File: src/rtl/controlador_acceso.sv
// Single-gate access controller: PIN-strobed opening, wrong-PIN alarm, tailgating block and lot occupancy.
// Optional open-gate timeout alarm is built when OPEN_TIMEOUT_EN is defined.
module controlador_acceso #(
    parameter int unsigned      PIN_W        = 8,
    parameter logic [PIN_W-1:0] PIN_CORRECT  = PIN_W'(8'h08),
    parameter int unsigned      MAX_TRIES    = 3,
    parameter int unsigned      CAPACITY     = 16,
    parameter int unsigned      OPEN_TIMEOUT = 1000
) (
    input  logic                               Clk,
    input  logic                               Reset_n,
    input  logic [PIN_W-1:0]                   Pin,
    input  logic                               Pin_valid,
    input  logic                               Vehiculo,
    input  logic                               Termino,
    input  logic                               Salida,
    output logic                               Cerrado,
    output logic                               Abierto,
    output logic                               Alarma,
    output logic                               Bloqueo,
    output logic                               Lleno,
    output logic [$clog2(MAX_TRIES+1)-1:0]     Intentos,
    output logic [$clog2(CAPACITY+1)-1:0]      Ocupacion
);

    localparam int unsigned IW = $clog2(MAX_TRIES + 1);
    localparam int unsigned OW = $clog2(CAPACITY + 1);

    typedef enum logic [1:0] {
        CERRADA   = 2'd0,
        ABIERTA   = 2'd1,
        BLOQUEADA = 2'd2
    } state_e;

    state_e          state_q, state_d;
    logic [IW-1:0]   intentos_q, intentos_d;
    logic [OW-1:0]   ocupacion_q, ocupacion_d;
    logic            cerrado_q, cerrado_d;
    logic            abierto_q, abierto_d;
    logic            alarma_q, alarma_d;
    logic            bloqueo_q, bloqueo_d;
    logic            lleno_q, lleno_d;
    logic            pin_ok_c;
    logic            entrada_c;

`ifdef OPEN_TIMEOUT_EN
    localparam int unsigned TW = $clog2(OPEN_TIMEOUT + 1);
    logic [TW-1:0]   timer_q, timer_d;
`else
    logic            unused_timeout_c;
    assign unused_timeout_c = (OPEN_TIMEOUT == 0);
`endif

    assign pin_ok_c = Pin_valid && (Pin == PIN_CORRECT);

    // State register
    always_ff @(posedge Clk or negedge Reset_n) begin
        if (!Reset_n) begin
            state_q <= CERRADA;
        end else begin
            state_q <= state_d;
        end
    end

    // Next state, wrong-PIN counter and entry detection
    always_comb begin
        state_d    = state_q;
        intentos_d = intentos_q;
        entrada_c  = 1'b0;
        case (state_q)
            CERRADA: begin
                if (Pin_valid && Vehiculo) begin
                    if (Pin == PIN_CORRECT) begin
                        if (!lleno_q) begin
                            state_d    = ABIERTA;
                            intentos_d = '0;
                        end
                    end else if (intentos_q != IW'(MAX_TRIES)) begin
                        intentos_d = intentos_q + IW'(1);
                    end
                end
            end
            ABIERTA: begin
                if (Termino) begin
                    entrada_c = 1'b1;
                    state_d   = Vehiculo ? BLOQUEADA : CERRADA;
                end
            end
            BLOQUEADA: begin
                if (pin_ok_c && !lleno_q) begin
                    state_d = ABIERTA;
                end
            end
            default: state_d = CERRADA;
        endcase
    end

    // Next values of occupancy, timer and the registered outputs
    always_comb begin
        ocupacion_d = ocupacion_q;
        if (entrada_c && !Salida) begin
            if (ocupacion_q != OW'(CAPACITY)) begin
                ocupacion_d = ocupacion_q + OW'(1);
            end
        end else if (!entrada_c && Salida) begin
            if (ocupacion_q != '0) begin
                ocupacion_d = ocupacion_q - OW'(1);
            end
        end
        lleno_d = (ocupacion_d == OW'(CAPACITY));

`ifdef OPEN_TIMEOUT_EN
        timer_d = '0;
        if ((state_q == ABIERTA) && (state_d == ABIERTA)) begin
            timer_d = (timer_q == TW'(OPEN_TIMEOUT)) ? timer_q : timer_q + TW'(1);
        end
`endif

        cerrado_d = (state_d != ABIERTA);
        abierto_d = (state_d == ABIERTA);
        bloqueo_d = (state_d == BLOQUEADA);
        alarma_d  = 1'b0;
        case (state_d)
            CERRADA:   alarma_d = (intentos_d == IW'(MAX_TRIES));
`ifdef OPEN_TIMEOUT_EN
            ABIERTA:   alarma_d = (timer_d == TW'(OPEN_TIMEOUT));
`else
            ABIERTA:   alarma_d = 1'b0;
`endif
            BLOQUEADA: alarma_d = 1'b1;
            default:   alarma_d = 1'b0;
        endcase
    end

    // Output and counter registers
    always_ff @(posedge Clk or negedge Reset_n) begin
        if (!Reset_n) begin
            intentos_q  <= '0;
            ocupacion_q <= '0;
            cerrado_q   <= 1'b1;
            abierto_q   <= 1'b0;
            alarma_q    <= 1'b0;
            bloqueo_q   <= 1'b0;
            lleno_q     <= 1'b0;
`ifdef OPEN_TIMEOUT_EN
            timer_q     <= '0;
`endif
        end else begin
            intentos_q  <= intentos_d;
            ocupacion_q <= ocupacion_d;
            cerrado_q   <= cerrado_d;
            abierto_q   <= abierto_d;
            alarma_q    <= alarma_d;
            bloqueo_q   <= bloqueo_d;
            lleno_q     <= lleno_d;
`ifdef OPEN_TIMEOUT_EN
            timer_q     <= timer_d;
`endif
        end
    end

    assign Cerrado   = cerrado_q;
    assign Abierto   = abierto_q;
    assign Alarma    = alarma_q;
    assign Bloqueo   = bloqueo_q;
    assign Lleno     = lleno_q;
    assign Intentos  = intentos_q;
    assign Ocupacion = ocupacion_q;

endmodule

File: config.mk
export PLATFORM = sky130hd
export DESIGN_NAME = controlador_acceso
export DESIGN_NICKNAME = d
export VERILOG_FILES = /design/src/rtl/controlador_acceso.sv
export SDC_FILE = /design/constraint.sdc
export NUM_CORES = 1
export LEC_CHECK = 0
export ABC_AREA = 1
export ABC_CLOCK_PERIOD_IN_PS = 1500
export BUFFER_PORTS_ARGS = -buffer_cell sky130_fd_sc_hd__buf_2
export CAP_MARGIN = 20
export CORE_MARGIN = 1
export CORE_UTILIZATION = 50
export DETAILED_ROUTE_END_ITERATION = 8
export PLACE_DENSITY = 0.88
export SYNTH_ARGS = -nofsm -noshare
export SYNTH_HDL_FRONTEND = slang
export SYNTH_SLANG_ARGS = --single-unit
File: constraint.sdc
create_clock -name Clk -period 1.5 [get_ports Clk]
set_input_delay 0.225 -clock Clk [delete_from_list [all_inputs] [get_ports Clk]]
set_output_delay 0.225 -clock Clk [all_outputs]
set_load 0.02 [all_outputs]
Yosys cells after proc, flatten, opt, wreduce, memory -nomap -nowiden
Cells that the tools add are included.
Storage, ports and cells
  flip-flop bits (word level): 14
  bits in latches: 0
  memory bits (writable): 0
  memory bits (read-only): 0
  logic and storage cells: 51
  memories kept: 0
Operators by class
  $add $sub $neg: 3
  $mul: 0
  divide/modulo/power cells: 0
  $lt $le $gt $ge: 0
  equality and inequality tests: 10
  shift-type cells: 0
  mux-type cells: 19
  bitwise gates (word level): 0
  reduce and logical (&&, ||, !) cells: 11
Operators with widths (count)
  two-way mux 2 bit: 11
  two-way mux 5 bit: 4
  == test 8 x 4 -> 1 bit, second input constant: 1
  == test 2 bit, second input constant: 3
  case mux 2 bit (3 select lines): 1
  adder 5 x 1 -> 5 bit, second input constant: 1
  == test 5 bit, second input constant: 1
  logical AND 1 bit: 5
  != test 5 bit, second input constant: 1
  nonzero test 5 bit: 1
  subtractor 5 x 1 -> 5 bit, second input constant: 1
  == test 2 x 1 -> 1 bit, second input constant: 2
  logical NOT 2 bit: 2
  logical NOT 1 bit: 3
  adder 2 x 1 -> 2 bit, second input constant: 1
  two-way mux 1 bit: 2
  != test 2 x 1 -> 1 bit, second input constant: 1
  != test 2 bit, second input constant: 1
  case mux 1 bit (2 select lines): 1

Logic depth before layout (Yosys ltp)
  depth in word-level cells: 7
  mapped depth: 11
  gate-level depth less buffers: 11

Worst setup path before layout
No wires, ideal clock.
  kind: register to register
  start: register ocupacion_q[0], in the netlist Ocupacion[0]
  end: register lleno_q, in the netlist Lleno
  setup time: 71 ps
  arrival time: 1386 ps
  path slack: 43 ps
  cell stages (with the launch flop): 12
  buffers on the path: 0
  period minus slack after synthesis: 1457 ps
  cells stage by stage: dfrtp_1 inv_1 ha_1 nand2_1 nor2_1 nand3_1 nand2_1 nand2_1 nand2_1 nor2_2 nand2_1 nor2_1
On the way
  longest elaborated chain between the ends: 5
  elaborated cells on any way between the ends: 9
RTL lines
  from (decl): line 37  | logic [OW-1:0] ocupacion_q, ocupacion_d;
  from (signal assigned): line 150  | ocupacion_q <= ocupacion_d;
  subtractor 5 x 1 -> 5 bit / nonzero test 5 bit (equally long branches): line 107, 106
  two-way mux 5 bit: line 106  | if (ocupacion_q != '0) begin
  two-way mux 5 bit: line 105  | end else if (!entrada_c && Salida) begin
  two-way mux 5 bit (*): line 101  | if (entrada_c && !Salida) begin
  == test 5 bit (*): line 110  | lleno_d = (ocupacion_d == OW'(CAPACITY));
  net lleno_d: line 42  | logic lleno_q, lleno_d;
  to (signal assigned): line 155  | lleno_q <= lleno_d;
  to (decl): line 42
The timed path passes the listed nets; every way through them passes the cells marked *.

Worst setup path in the final report
  start: register state_q[1]
  end: register lleno_q, in the netlist Lleno
On the way
  longest elaborated chain between the ends: 7
  elaborated cells on any way between the ends: 8
RTL lines
  from (decl): line 35  | state_e state_q, state_d;
  from (signal assigned): line 61  | state_q <= state_d;
  == test 2 x 1 -> 1 bit (*): line 70  | case (state_q)
  two-way mux 1 bit (*): line 70
  logical NOT 1 bit: line 105
  logical AND 1 bit: line 105
  two-way mux 5 bit: line 105
  two-way mux 5 bit (*): line 101
  net ocupacion_d[0]: line 37
  == test 5 bit (*): line 110
  net lleno_d: line 42
Marked as above.

==> impl_results.md <==
- Dpl hpwl: 1.524 mm
- DIE AREA: 0.001968 sq mm
- Leak Pwr: 0.0006538 uW
- Crit-path slowest cell: dfrtp_1
- CP required: 1.71 ns
- Largest net degree at the start of global routing: 15
- Slowest cell delay on critical path: 0.40 ns
- Post-Synthesis Cells: 129
- Pins Over Slew Limit: 0
- CP endpoint kind: register
- Flop and latch count out of synthesis: 14
- Core area: 0.001594 sq mm
- Vias per cell: 4.952
- Tcrit/Tclk final: 93.09%
- First-pass GRT wire length: 3.063 mm
- Post-route minimum period: 1.396 ns
- GRT Overall Usage: 21.53%
- Net Count, Synth: 145
- CP Class: reg -> reg
- Layout Cells excl Fill: 187
- Fin area: 0.001154 sq mm
- Avg Cell Area, Syn: 6.954 sq um
- WHS Endpoint: state_q[1]
- DR vias: 926
- Synth cell types: 20
- Critical Path, Cell by Cell: inv_2 -> nand3_4 -> nor2_4 -> nand2_2 -> nand3_1 -> nand2_2 -> nor2_2 -> nand2_1 -> nor2_1
- Final core utilization: 72.37%
- 1st-iter DRT viols: 19
- Routed WL: 2.028 mm
- I/O Buffers: 25
- Post-synthesis instance area: 897.1 sq um
- Slew HR: 80.29%
- Total CTS buffers: 3
- Drt drc: 0
- Drt first pass iters: 5
- Worst r2r src: state_q[1]
- DP Cell Count: 178
- Antenna Cells: 0
- GRT overflow: 0
- Antenna-violating nets left: 0
- Placer congestion estimate: 0.7931
- Io pins: 26
- Dpl cell area: 0.001049 sq mm
- Clock buffer depth: 2
- Post-synthesis sequential area ratio: 39.19%
- Die Span X: 44.36 um
- DR WL/cell: 10.84 um
- Most used cell, CP: nand2_2
- Vias in the first global route: 762
- Hold path depth: 5
- Outcome: finished clean
- R2R depth: 9
- Clock Tree Root: clkbuf_4
- Max Cap Viol: 0
- Total of warnings raised by yosys: 0
- Chip height: 44.36 um
- Skew final: 0.002543 ns
- Final Net Count: 180
- FF-to-FF End: Lleno
- Hold_sp: Vehiculo
- Htree depth: 1
- VDD IR-drop max: 1.414 mV
- Worst-Skew Late Latency: 0.27 ns
- Critical path fanouts, max: 8
- Power Dens Cells: 1776 mW/mm^2
- Core Rows: 14
- Worst Setup Start Kind: register
- Initial Utilization: 56.28%
- Area Overhead vs Synth: 28.59%
- Final hold violations: 0
- R2R Setup Slk: 0.10 ns
- Initial antenna violation count: 0
- Worst-path clk slew: 0.08 ns
- Max Freq: 716.2 MHz
- Layout cells sized above 1: 32.52%
- WP data arrival: 1.61 ns
- Clk sink count: 14
- Worst hold path class: in -> reg
- # setup viols final: 0
- Worst-Margin Slew: 0.2957 ns
- CTS tree: yes
## cell families (layout without fill, tap and decap cells)
group / count (synthesis) / after routing / share of synthesized area [%]
DFF: 14 / 14 / 39.19
adders and majority gates: 2 / 2 / 2.789
and+or+nand+nor: 78 / 78 / 40.59
xor gates and xnor gates: 2 / 2 / 1.953
buffers and inverters: 27 / 61 / 12.13
AOI/OAI and AO/OA: 6 / 6 / 3.346
## stage by stage
stage	hold WS (ns)	power, uW	TNS [ns]	setup WS [ns]
floorplan	-0.07059	1405	0	0.04271
global placement	0.1199	1639	0	0.08816
detailed placement	0.1258	1687	-0.05058	-0.05058
CTS	0.3092	1926	0	0.01861
global route	0.3657	2215	-0.04398	-0.04398
finish	0.3222	2049	0	0.1037
## registers in the layout, indices dropped and copies added (netlist names)
name	flops
Abierto	1
Alarma	1
Bloqueo	1
Cerrado	1
Intentos	2
Lleno	1
Ocupacion	5
state_q	2
## cell usage in the layout, fill, tap and decap left out
master,netlist,final
nand2_1,38,37
buf_2,0,25
inv_1,25,23
nor2_1,14,13
nand3_1,15,13
dfrtp_1,13,12
buf_4,0,5
nand4_1,4,4
o21ai_0,3,3
inv_2,1,3
nand3_2,1,3
nand2_2,2,3
clkbuf_4,0,3
nor2_2,1,2
nor2_4,2,2
a21oi_2,0,2
dfstp_2,1,1
dfrtp_2,0,1
nand3_4,1,1
xnor2_1,1,1
o21ai_1,1,1
xor2_1,1,1
ha_4,0,1
ha_2,0,1
clkbuf_1,0,1
dlygate4sd3_1,0,1
## critical path, delay by kind of cell (launching register included)
family,cells,cell delay [ns]
simple gates,8,0.84
flops,1,0.40
buf+inv,1,0.09
## metal layers
metal | vias up | share of wire [%] | GRT usage, % | routed length, um
li1 | 463 | - | - | -
met2 | 37 | 50 | 35.29 | 1018
met1 | 422 | 43 | 27.93 | 875
met3 | 4 | 4.2 | 0.4082 | 85
met5 | - | 0 | 0 | 0
met4 | 0 | 2.4 | 14.55 | 48
## how the worst max path moves through the flow
stage / depth (start not counted) / end / start
floorplan: 11 / Lleno / Ocupacion[0]
global placement: 10 / Lleno / Ocupacion[1]
detailed placement: 8 / Lleno / Ocupacion[1]
CTS: 10 / Lleno / Ocupacion[1]
global route: 9 / Lleno / state_q[1]
finish: 9 / Lleno / state_q[1]
## final cells by class
class                      instances  area [sq um]
fill                             117         440.4
tap                               24         30.03
sequential                        14         352.8
clock buffer                       4         26.28
timing repair buffer              31         172.7
multi-input combinational         88         474.2
inverter                          26         97.59
## cell usage after synthesis
library cell | instances | area (sq um)
nand2_2 | 2 | 12.51
nand3_2 | 1 | 10.01
o21ai_1 | 1 | 5.000
nor2_4 | 2 | 22.52
xnor2_1 | 1 | 8.760
o21ai_0 | 3 | 15.01
nand4_1 | 4 | 25.02
buf_6 | 1 | 11.26
inv_2 | 1 | 3.750
inv_1 | 25 | 93.84
dfrtp_1 | 13 | 325.3
nor2_2 | 1 | 6.260
nand3_4 | 1 | 17.52
ha_1 | 2 | 25.02
dfstp_2 | 1 | 26.28
nand2_1 | 38 | 142.6
a21oi_1 | 2 | 10.01
nor2_1 | 14 | 52.55
xor2_1 | 1 | 8.760
nand3_1 | 15 | 75.07
## power by group
part           leakage, uW  switching [uW]  internal, uW
Sequential        0.000163             144           528
Clock            0.0000150             110           103
Combinational     0.000476             730           434
## timing repair
| action | in CTS | in global routing |
|---|---|---|
| setup buffers | 0 | 4 |
| resized for setup | 2 | 10 |
| pin swaps | 0 | 4 |
| hold endpoints to repair | 13 | 0 |
| setup endpoints to repair | 1 | 5 |
| hold buffers | 1 | 0 |
No activity file was read; power rests on OpenSTA's default activity.
